### src/rtl/muldiv_unit.sv
// Iterative RISC-V M-extension multiply/divide unit: 32-cycle shift-add multiply or restoring
// divide on operand magnitudes, then one sign-fix cycle; divide-by-zero and signed overflow finish early.
module muldiv_unit (
  input  logic        clk,
  input  logic        reset,
  input  logic        start,
  input  logic [2:0]  opcode,
  input  logic [31:0] A,
  input  logic [31:0] B,
  output logic        busy,
  output logic        done,
  output logic [31:0] Y,
  output logic        zero
);

  typedef enum logic [2:0] {IDLE, MUL, DIV, FIX, DONE} stateType;

  stateType    state, nextState;
  logic [63:0] prod;
  logic [31:0] operand;
  logic [2:0]  op;
  logic [5:0]  count;
  logic        fast, negQ, negR;

  logic        accept, aSigned, bSigned, aNeg, bNeg;
  logic        divZero, divOvf, fastPath;
  logic [31:0] magA, magB, fastValue;

  // Operand decode at capture: magnitudes plus the sign flags needed later in FIX
  assign accept    = start && ((state == IDLE) || (state == DONE));
  assign aSigned   = (opcode == 3'b001) || (opcode == 3'b010) || (opcode == 3'b100) || (opcode == 3'b110);
  assign bSigned   = (opcode == 3'b001) || (opcode == 3'b100) || (opcode == 3'b110);
  assign aNeg      = aSigned && A[31];
  assign bNeg      = bSigned && B[31];
  assign magA      = aNeg ? (~A + 32'd1) : A;
  assign magB      = bNeg ? (~B + 32'd1) : B;
  assign divZero   = opcode[2] && (B == 32'd0);
  assign divOvf    = opcode[2] && !opcode[0] && (A == 32'h8000_0000) && (B == 32'hFFFF_FFFF);
  assign fastPath  = divZero || divOvf;
  assign fastValue = divZero ? (opcode[1] ? A : 32'hFFFF_FFFF)
                             : (opcode[1] ? 32'd0 : 32'h8000_0000);

  logic [32:0] mulSum, divShift, divDiff;
  logic        divFits;
  logic [63:0] prodFixed;
  logic [31:0] remFixed, fixResult;

  // prod holds {hi, lo}: product accumulator for multiply, {remainder, dividend/quotient} for divide
  assign mulSum   = {1'b0, prod[63:32]} + {1'b0, (prod[0] ? operand : 32'd0)};
  assign divShift = {prod[63:32], prod[31]};
  assign divDiff  = divShift - {1'b0, operand};
  assign divFits  = !divDiff[32];

  assign prodFixed = negQ ? (~prod + 64'd1) : prod;
  assign remFixed  = negR ? (~prod[63:32] + 32'd1) : prod[63:32];

  always_comb begin
    fixResult = remFixed;
    case (op)
      3'b000:                 fixResult = prodFixed[31:0];
      3'b001, 3'b010, 3'b011: fixResult = prodFixed[63:32];
      3'b100, 3'b101:         fixResult = prodFixed[31:0];
      default:                fixResult = remFixed;
    endcase
  end

  always_ff @(posedge clk or posedge reset) begin
    if (reset) state <= IDLE;
    else       state <= nextState;
  end

  // A start seen in DONE is taken directly, giving back-to-back operation
  always_comb begin
    nextState = state;
    case (state)
      IDLE, DONE: nextState = start ? (opcode[2] ? DIV : MUL) : IDLE;
      MUL:        if (count == 6'd31) nextState = FIX;
      DIV:        if (fast) nextState = DONE;
                  else if (count == 6'd31) nextState = FIX;
      FIX:        nextState = DONE;
      default:    nextState = IDLE;
    endcase
  end

  assign busy = (state == MUL) || (state == DIV) || (state == FIX);
  assign done = (state == DONE);

  // Fast-path results are parked in prod[31:0] at capture and copied to Y one edge later
  always_ff @(posedge clk or posedge reset) begin
    if (reset) begin
      prod    <= 64'd0;
      operand <= 32'd0;
      op      <= 3'd0;
      count   <= 6'd0;
      fast    <= 1'b0;
      negQ    <= 1'b0;
      negR    <= 1'b0;
      Y       <= 32'd0;
      zero    <= 1'b1;
    end else if (accept) begin
      op      <= opcode;
      count   <= 6'd0;
      fast    <= fastPath;
      negQ    <= aNeg ^ bNeg;
      negR    <= aNeg;
      operand <= magB;
      prod    <= {32'd0, (fastPath ? fastValue : magA)};
    end else begin
      case (state)
        MUL: begin
          prod  <= {mulSum, prod[31:1]};
          count <= count + 6'd1;
        end
        DIV: begin
          if (fast) begin
            Y    <= prod[31:0];
            zero <= (prod[31:0] == 32'd0);
          end else begin
            prod  <= {(divFits ? divDiff[31:0] : divShift[31:0]), prod[30:0], divFits};
            count <= count + 6'd1;
          end
        end
        FIX: begin
          Y    <= fixResult;
          zero <= (fixResult == 32'd0);
        end
        default: ;
      endcase
    end
  end

endmodule

### config.mk
export PLATFORM = sky130hd
export DESIGN_NAME = muldiv_unit
export DESIGN_NICKNAME = d
export VERILOG_FILES = /design/src/rtl/muldiv_unit.sv
export SDC_FILE = /design/constraint.sdc
export NUM_CORES = 1
export LEC_CHECK = 0
export ABC_AREA = 1
export BUFFER_PORTS_ARGS = -buffer_cell sky130_fd_sc_hd__buf_2
export CAP_MARGIN = 20
export CORE_MARGIN = 8
export CORE_UTILIZATION = 55
export CTS_BUF_LIST = sky130_fd_sc_hd__clkbuf_4 sky130_fd_sc_hd__clkbuf_8 sky130_fd_sc_hd__clkbuf_16
export DETAILED_ROUTE_END_ITERATION = 10
export PLACE_DENSITY = 0.81
export SLEW_MARGIN = 10
export SYNTH_ARGS = -nofsm -noshare
export SYNTH_HDL_FRONTEND = slang
export SYNTH_SLANG_ARGS = --single-unit
export TNS_END_PERCENT = 10
### constraint.sdc
create_clock -name clk -period 6.2 [get_ports clk]
set_clock_uncertainty 0.05 [all_clocks]
set_input_delay 0.62 -clock clk [delete_from_list [all_inputs] [get_ports clk]]
set_output_delay 0.62 -clock clk [all_outputs]
set_load 0.02 [all_outputs]
==> results of run 1 <==
==> stage by stage <==
stage               total power, mW  util [%]  cells
floorplan                      5.91         -   2816
global placement               7.73      58.1   3228
detailed placement             7.83      58.1   3228
CTS                            8.98      60.1   3260
global route                   9.89      60.1   3260
finish                         9.29      60.1   3261
==> routing by layer <==
layer | vias up | wire length, um
li1 | 9347 | -
met1 | 9191 | 28200
met2 | 1369 | 27700
met3 | 223 | 9010
met4 | 2 | 3250
met5 | - | 12
==> synthesized netlist by cell type (all sizes together), types with 13 or more instances <==
| master | instances |
|---|---|
| o21ai | 371 |
| ha | 70 |
| nor3 | 34 |
| xnor2 | 16 |
| clkbuf | 60 |
| nand4 | 22 |
| or2 | 20 |
| dfrtp | 143 |
| inv | 307 |
| nand3 | 284 |
| a21oi | 161 |
| nor4 | 13 |
| buf | 37 |
| xor2 | 65 |
| o211ai | 19 |
| nand2 | 793 |
| nor2 | 332 |
==> logic make-up after synthesis <==
group | count (synthesis) | share of synthesized area [%]
AOI/OAI and AO/OA | 600 | 19.5
xor gates and xnor gates | 81 | 4.30
adders and majority gates | 72 | 5.55
buffers and inverters | 407 | 9.73
DFF | 144 | 21.8
muxes | 1 | 0.0606
and+or+nand+nor | 1511 | 39.0
==> power breakdown <==
part | switching, mW | leakage [nW] | internal, mW
combinational | 4.35 | 6.69 | 1.81
sequential | 0.694 | 1.79 | 1.31
clock | 0.469 | 0.298 | 0.657
==> how the worst min path moves through the flow <==
| stage | from | endpoint | slack [ns] | depth (start not counted) |
|---|---|---|---|---|
| floorplan | fast | fast | 0.40 | 2 |
| global placement | Y[24] | Y[24] | 0.41 | 2 |
| detailed placement | Y[6] | Y[6] | 0.41 | 2 |
| CTS | reset | prod[47] | 0.39 | 2 |
| global route | reset | Y[29] | 0.44 | 2 |
| finish | reset | Y[26] | 0.36 | 2 |
==> state kept, by name (all words and copies together) (netlist names) <==
| name | cells |
|---|---|
| count | 6 |
| zero | 1 |
| op | 3 |
| prod | 64 |
| state | 3 |
| operand | 32 |
| fast | 1 |
| negR | 1 |
| negQ | 1 |
| Y | 32 |
==> cell type report <==
| class | instances | area share (%) |
|---|---|---|
| Multi-Input combinational cell | 2265 | 63.4 |
| Sequential cell | 144 | 20.2 |
| Inverter | 310 | 6.58 |
| Timing Repair Buffer | 119 | 3.55 |
| Tap cell | 390 | 2.74 |
| Clock buffer | 20 | 2.55 |
| Clock inverter | 12 | 0.892 |
| Antenna cell | 1 | 0.0140 |
==> run_results.csv, run 1 <==
group,metric,value,unit
synthesis,synth_nets,2958,
sta,fin_crit_sh,62.5,%
die,chipWidth,189,um
worst_hold_path,min_path_type,"input pin to asynchronous set/reset pin",
routing,firstDrtPassIters,7,
die,rows,63,
cells_and_area,fin_area,17800,sq um
routing,drtIter0Drc,2895,
clock_network,cts_resized,0,
clock_network,h-tree-depth,4,
clock_network,cts.sinks,144,
sta,hold_viol_final,0,
cells_and_area,nets,2999,
global_route,grt_usage,37.0,%
sta,setup_violations,0,
routing,ant_nets,0,
synthesis,synth.cell_area,16500,sq um
synthesis,ys.flop_type,"dfrtp_1",
critical_path,worstSetupPathType,"register to register",
die,initial_core_util,55.7,%
synthesis,synth_area_leaders,"dfrtp_1, nand2_1, o21ai_0",
global_route,grt_pass1_wl,105,mm
clock_network,cts_inserted_buffers,17,
synthesis,yosysTopAreaCell,"dfrtp_1",
placement,dpl.hpwl,52.8,mm
cells_and_area,area_growth,7.94,%
die,dieArea,35800,sq um
clock_network,clockBufferDepth,2,
sta,worst_pin_slew,1.19,ns
routing,wl_per_cell,20.9,um
synthesis,ys_types,57,
critical_path,cp.required,6.51,ns
clock_network,cts-root-buf,"clkbuf_16",
synthesis,async_flop_share,100,%
sta,fin_crit,3.87,ns
sta,slew_viol_final,0,
global_route,grt_max_degree,104,
critical_path,rr_startpoint,"prod[31]",
die,coreArea,29600,sq um
global_route,grt_use_met2,53.7,%
critical_path,critPathBufInv,3,
global_route,grt_pass1_vias,18800,
critical_path,rrSetupSlack,2.33,ns
critical_path,crit_chain,"inv_1, ha_1, inv_1, fa_1, nand2_1, inv_1, nand2_1, nand2_1, a21oi_2, o21ai_2, nand2_1, nand2_2, nand2_2, nand2_1, nand2_1, nand2_1, nand2_1, o211ai_1, a21oi_1",
flow_run,drv_cap,0,
global_route,gr-total-overflow,0,
critical_path,worst_ep_arrival_time,4.19,ns
critical_path,rr_endpoint,"prod[0]",
placement,placedInstanceArea,17200,sq um
power,ir_worst_vdd,0.000230,V
critical_path,path_depth,19,
critical_path,crit_path_start_kind,"register",
sta,setup_tns,0,ns
synthesis,synth_seq_cells,144,
sta,rsz0062_at_grt,"no",
critical_path,crit_family,"simple AND/OR/NAND/NOR gates",
critical_path,worstSetupEndpointType,"register",
cells_and_area,layout_commonest_cell,"nand2_1",
global_route,busiest_layer,"met2",
power,p_per_area,521,nW/um^2
clock_network,cts_hold_buf,0,
synthesis,syn-instance-count,2816,
cells_and_area,regArea,3610,sq um
sta,hold_ws,0.359,ns
placement,gp_congestion,1.03,
sta,worst_slack,2.33,ns
synthesis,synth_edf_count,0,
synthesis,synth.top_cell.area_share,21.7,%
clock_network,cts_setup_buffers,0,
global_route,antenna_found_initial,2,
clock_network,clk_latency,0.45,ns
sta,worst_slew_margin_rel,20.6,%
routing,vias_per_cell,6.17,
critical_path,crit_path_frequent_cell,"nand2_1",
synthesis,ys_warn_count,0,
critical_path,ff2ff_path_depth,19,
routing,drcViolationCount,0,
power,p_leak,8.78,nW
run_status,status,"completed",
sta,clock.fmax,258,MHz
global_route,grtUsageMet3,9.25,%
routing,via_count,20100,
critical_path,cpMaxStageDelayCell,"nand2_1",
cells_and_area,most-common-layout-cells,"nand2_1, o21ai_0, nor2_1, inv_1, nand3_1",
critical_path,cp-startpoint,"prod[31]",
synthesis,avgSynthCellArea,5.86,sq um
placement,place_worst_setup_slack,2.55,ns
critical_path,cp_slowest_stage_delay,0.54,ns
global_route,grtUsageMet1,51.3,%
die,die_h,189,um
critical_path,cp-endpoint,"prod[0]",
critical_path,path_max_fanout,21,
cells_and_area,fillCellCount,3026,
routing,totalWireLength,68.2,mm
placement,numPortBuffers,104,
cells_and_area,drive_gt1_share,8.36,%
synthesis,ys_seq_area_share,21.8,%
clock_network,cts_tree,"done",
cells_and_area,multi_input_area,11300,sq um
clock_network,clkTransAtPathRegs,0.07,ns
die,pin_count,105,
Note: power is estimated with default switching activity, not from simulation.
==> run 2: changes to the inputs <==
--- a/config.mk
+++ b/config.mk
@@ -5,14 +5,14 @@
 export SDC_FILE = /design/constraint.sdc
 export NUM_CORES = 1
 export LEC_CHECK = 0
-export ABC_AREA = 1
+export ABC_AREA = 0
 export BUFFER_PORTS_ARGS = -buffer_cell sky130_fd_sc_hd__buf_2
 export CAP_MARGIN = 20
 export CORE_MARGIN = 8
 export CORE_UTILIZATION = 55
 export CTS_BUF_LIST = sky130_fd_sc_hd__clkbuf_4 sky130_fd_sc_hd__clkbuf_8 sky130_fd_sc_hd__clkbuf_16
 export DETAILED_ROUTE_END_ITERATION = 10
-export PLACE_DENSITY = 0.81
+export PLACE_DENSITY = 0.85
 export SLEW_MARGIN = 10
 export SYNTH_ARGS = -nofsm -noshare
 export SYNTH_HDL_FRONTEND = slang
==> constraint.sdc (replaced) <==
create_clock -name clk -period 3.39 [get_ports clk]
set_clock_uncertainty 0.05 [all_clocks]
set_input_delay 0.339 -clock clk [delete_from_list [all_inputs] [get_ports clk]]
set_output_delay 0.339 -clock clk [all_outputs]
set_load 0.02 [all_outputs]
==> run 2 against run 1 <==
Against the previous run:
- the flow now finishes with violations (negative hold slack, negative setup slack)
- via count fell by 10%
- sequential share of layout area decreased by 1.3 points
- combinational power rose to 2.8 times the previous value
- global-route usage is 2.6 points lower
- maximum frequency up 11%
- critical path depth is 8 lower
- total power is 150% higher
- die area fell by 8.5%
- routed wire length fell by 12%
- hold slack worse by 0.36 ns
- largest cell class unchanged
- largest power group unchanged
==> run_results.csv, run 2 <==
group,metric,value,unit
run_status,violations,"negative hold slack, negative setup slack",
run_status,status,"finished, violations left",
critical_path,path_max_fanout,6,
routing,vias_per_cell,6.77,
clock_network,cts.sinks,144,
clock_network,cts_hold_buf,0,
clock_network,clockBufferDepth,2,
synthesis,ys_types,82,
sta,setup_violations,18,
global_route,grt_max_degree,105,
cells_and_area,fin_area,19000,sq um
routing,drcViolationCount,0,
synthesis,avgSynthCellArea,7.40,sq um
placement,placedInstanceArea,17800,sq um
sta,worst_slew_margin_rel,23.7,%
synthesis,ys_seq_area_share,24.1,%
die,coreArea,26900,sq um
global_route,antenna_found_initial,0,
synthesis,synth.cell_area,15000,sq um
cells_and_area,fillCellCount,2067,
sta,worst_slack,-0.116,ns
synthesis,yosysTopAreaCell,"dfrtp_1",
power,ir_worst_vdd,0.000511,V
global_route,gr-total-overflow,0,
critical_path,crit_path_start_kind,"register",
worst_hold_path,min_path_type,"input pin to asynchronous set/reset pin",
synthesis,async_flop_share,100,%
clock_network,clk_latency,0.44,ns
routing,drtIter0Drc,2765,
critical_path,worst_ep_arrival_time,3.82,ns
global_route,grt_usage,34.4,%
global_route,grt_pass1_wl,91.3,mm
clock_network,cts_tree,"done",
power,p_leak,8.33,nW
cells_and_area,nets,2465,
placement,gp_congestion,1.09,
sta,clock.fmax,285,MHz
placement,dpl.hpwl,44.8,mm
critical_path,worstSetupEndpointType,"register",
synthesis,synth.top_cell.area_share,23.9,%
routing,totalWireLength,60.2,mm
synthesis,syn-instance-count,2023,
routing,wl_per_cell,22.5,um
cells_and_area,layout_commonest_cell,"buf_4",
cells_and_area,regMostFlops,"prod",
critical_path,cp.required,3.71,ns
sta,slew_viol_final,0,
clock_network,cts-root-buf,"clkbuf_16",
sta,rsz0062_at_grt,"yes",
synthesis,synth_edf_count,0,
synthesis,synth_area_leaders,"dfrtp_1, o21ai_0, ha_1",
die,rows,60,
global_route,grt_pass1_vias,17300,
flow_run,drv_cap,0,
cells_and_area,area_growth,27.0,%
routing,firstDrtPassIters,6,
synthesis,synth_nets,2165,
sta,worst_pin_slew,1.14,ns
synthesis,ys.flop_type,"dfrtp_1",
sta,hold_ws,-0.00593,ns
cells_and_area,drive_gt1_share,24.9,%
cells_and_area,most-common-layout-cells,"buf_4, nand2_1, o21ai_0, nor2_1, dfrtp_1",
clock_network,h-tree-depth,4,
cells_and_area,reg.largest.list,"prod x64, Y x32, operand x32",
power,p_total,22.8,mW
sta,fin_crit,3.51,ns
placement,numPortBuffers,104,
die,dieArea,32800,sq um
die,initial_core_util,55.7,%
synthesis,yosysMostFrequentCell,"o21ai_0",
sta,hold_viol_final,2,
routing,ant_nets,0,
synthesis,synth_seq_cells,144,
clock_network,clkTransAtPathRegs,0.08,ns
cells_and_area,largest_reg_flops,64,
die,pin_count,105,
synthesis,yosys-top-cells-count,"o21ai_0, nand2_1, nor2_1",
power,p_per_area,1200,nW/um^2
clock_network,cts_inserted_buffers,17,
sta,fin_crit_sh,103,%
synthesis,ys_warn_count,0,
die,chipWidth,181,um
routing,via_count,18100,
die,die_h,181,um
cells_and_area,diodes,0,
critical_path,worstSetupPathType,"register to register",
==> run 2: cell count changes after synthesis, moves of 24 or more <==
cell      previous run  this run
a21o_1               6        30
clkbuf_1            60       127
inv_1              299        67
nand3_1            280        39
nand2b_1             0        24
nor2_1             315       202
mux2i_1              1        71
nand2_1            777       224
o31ai_1              3        28
a22oi_1              0        24
o21ai_0            339       233
a22o_1               1        26
xnor2_1             16        74
==> run 2: metal layers <==
layer,vias to the layer above,share of wire [%],GRT usage [%]
met5,-,0,0
met3,287,14,9.09
met2,1403,43,53.6
met1,8407,38,44.7
li1,8020,-,-
met4,0,5.1,14.1
==> run 2: cell type report <==
type	instances	area, sq um	area share, %
repair buffers	427	3100	16.3
inverters	67	255	1.34
clock buffers	17	425	2.24
flip-flops and latches	144	3610	19.0
clock inverters	15	173	0.908
multi-input cells	1666	11000	58.0
well taps	341	427	2.24
==> run 2: where the power goes <==
group / internal (mW) / switching (mW) / total [mW] / leakage (nW)
registers: 2.54 / 0.742 / 3.28 / 1.78
logic: 7.36 / 10.1 / 17.5 / 6.27
clock network: 1.11 / 0.900 / 2.01 / 0.283
total: 11.0 / 11.8 / 22.8 / 8.33
==> run 2: cells by family after synthesis <==
logic type / after synthesis / synth area share, %
mux: 76 / 5.12
compound gates: 663 / 28.3
fa+ha+maj: 72 / 6.12
flops: 144 / 24.1
buf+inv: 213 / 5.59
simple gates: 726 / 23.3
xor+xnor: 129 / 7.54
==> run 2: worst max-delay path, stage by stage, from the launching register on <==
cell and delay [ns]:
dfrtp_1 0.39, or4_4 0.59, or3_4 0.43, or3_4 0.48
o31ai_4 0.24, xnor2_1 0.10, a222oi_1 0.38, buf_4 0.20
nand4_1 0.11, nor4_2 0.21, nand4_1 0.13, o21ai_1 0.14
==> run 2: timing repair <==
| action | in CTS | in global routing |
|---|---|---|
| gates cloned | 0 | 1 |
| pin swaps | 10 | 35 |
| gates resized for setup | 35 | 85 |
| setup endpoints to repair | 42 | 50 |
| buffers inserted | 7 | 9 |
==> run 2: worst paths after layout <==
check	start	to	slack, ns	cells after the start
worst max-delay path	prod[3]	zero	-0.12	11
worst min-delay path	reset	prod[43]	-0.006	3
worst max register to register	prod[3]	zero	-0.12	11
worst min register to register	Y[31]	Y[31]	0.43	2
max in group asynchronous	reset	prod[31]	2.76	3
min in group clk	opcode[0]	op[0]	0.12	3
==> run 2: through the flow <==
step                      setup TNS, ns  setup WS [ns]  util, %  instances
after global routing              -2.97         -0.223     70.8       2677
final                            -0.609         -0.116     70.8       2677
after floorplan                   -7.80         -0.306        -       2023
after CTS                       -0.0821        -0.0737     69.2       2667
after global placement            -5.14         -0.296     66.2       2628
after detailed placement          -9.00         -0.253     66.2       2628
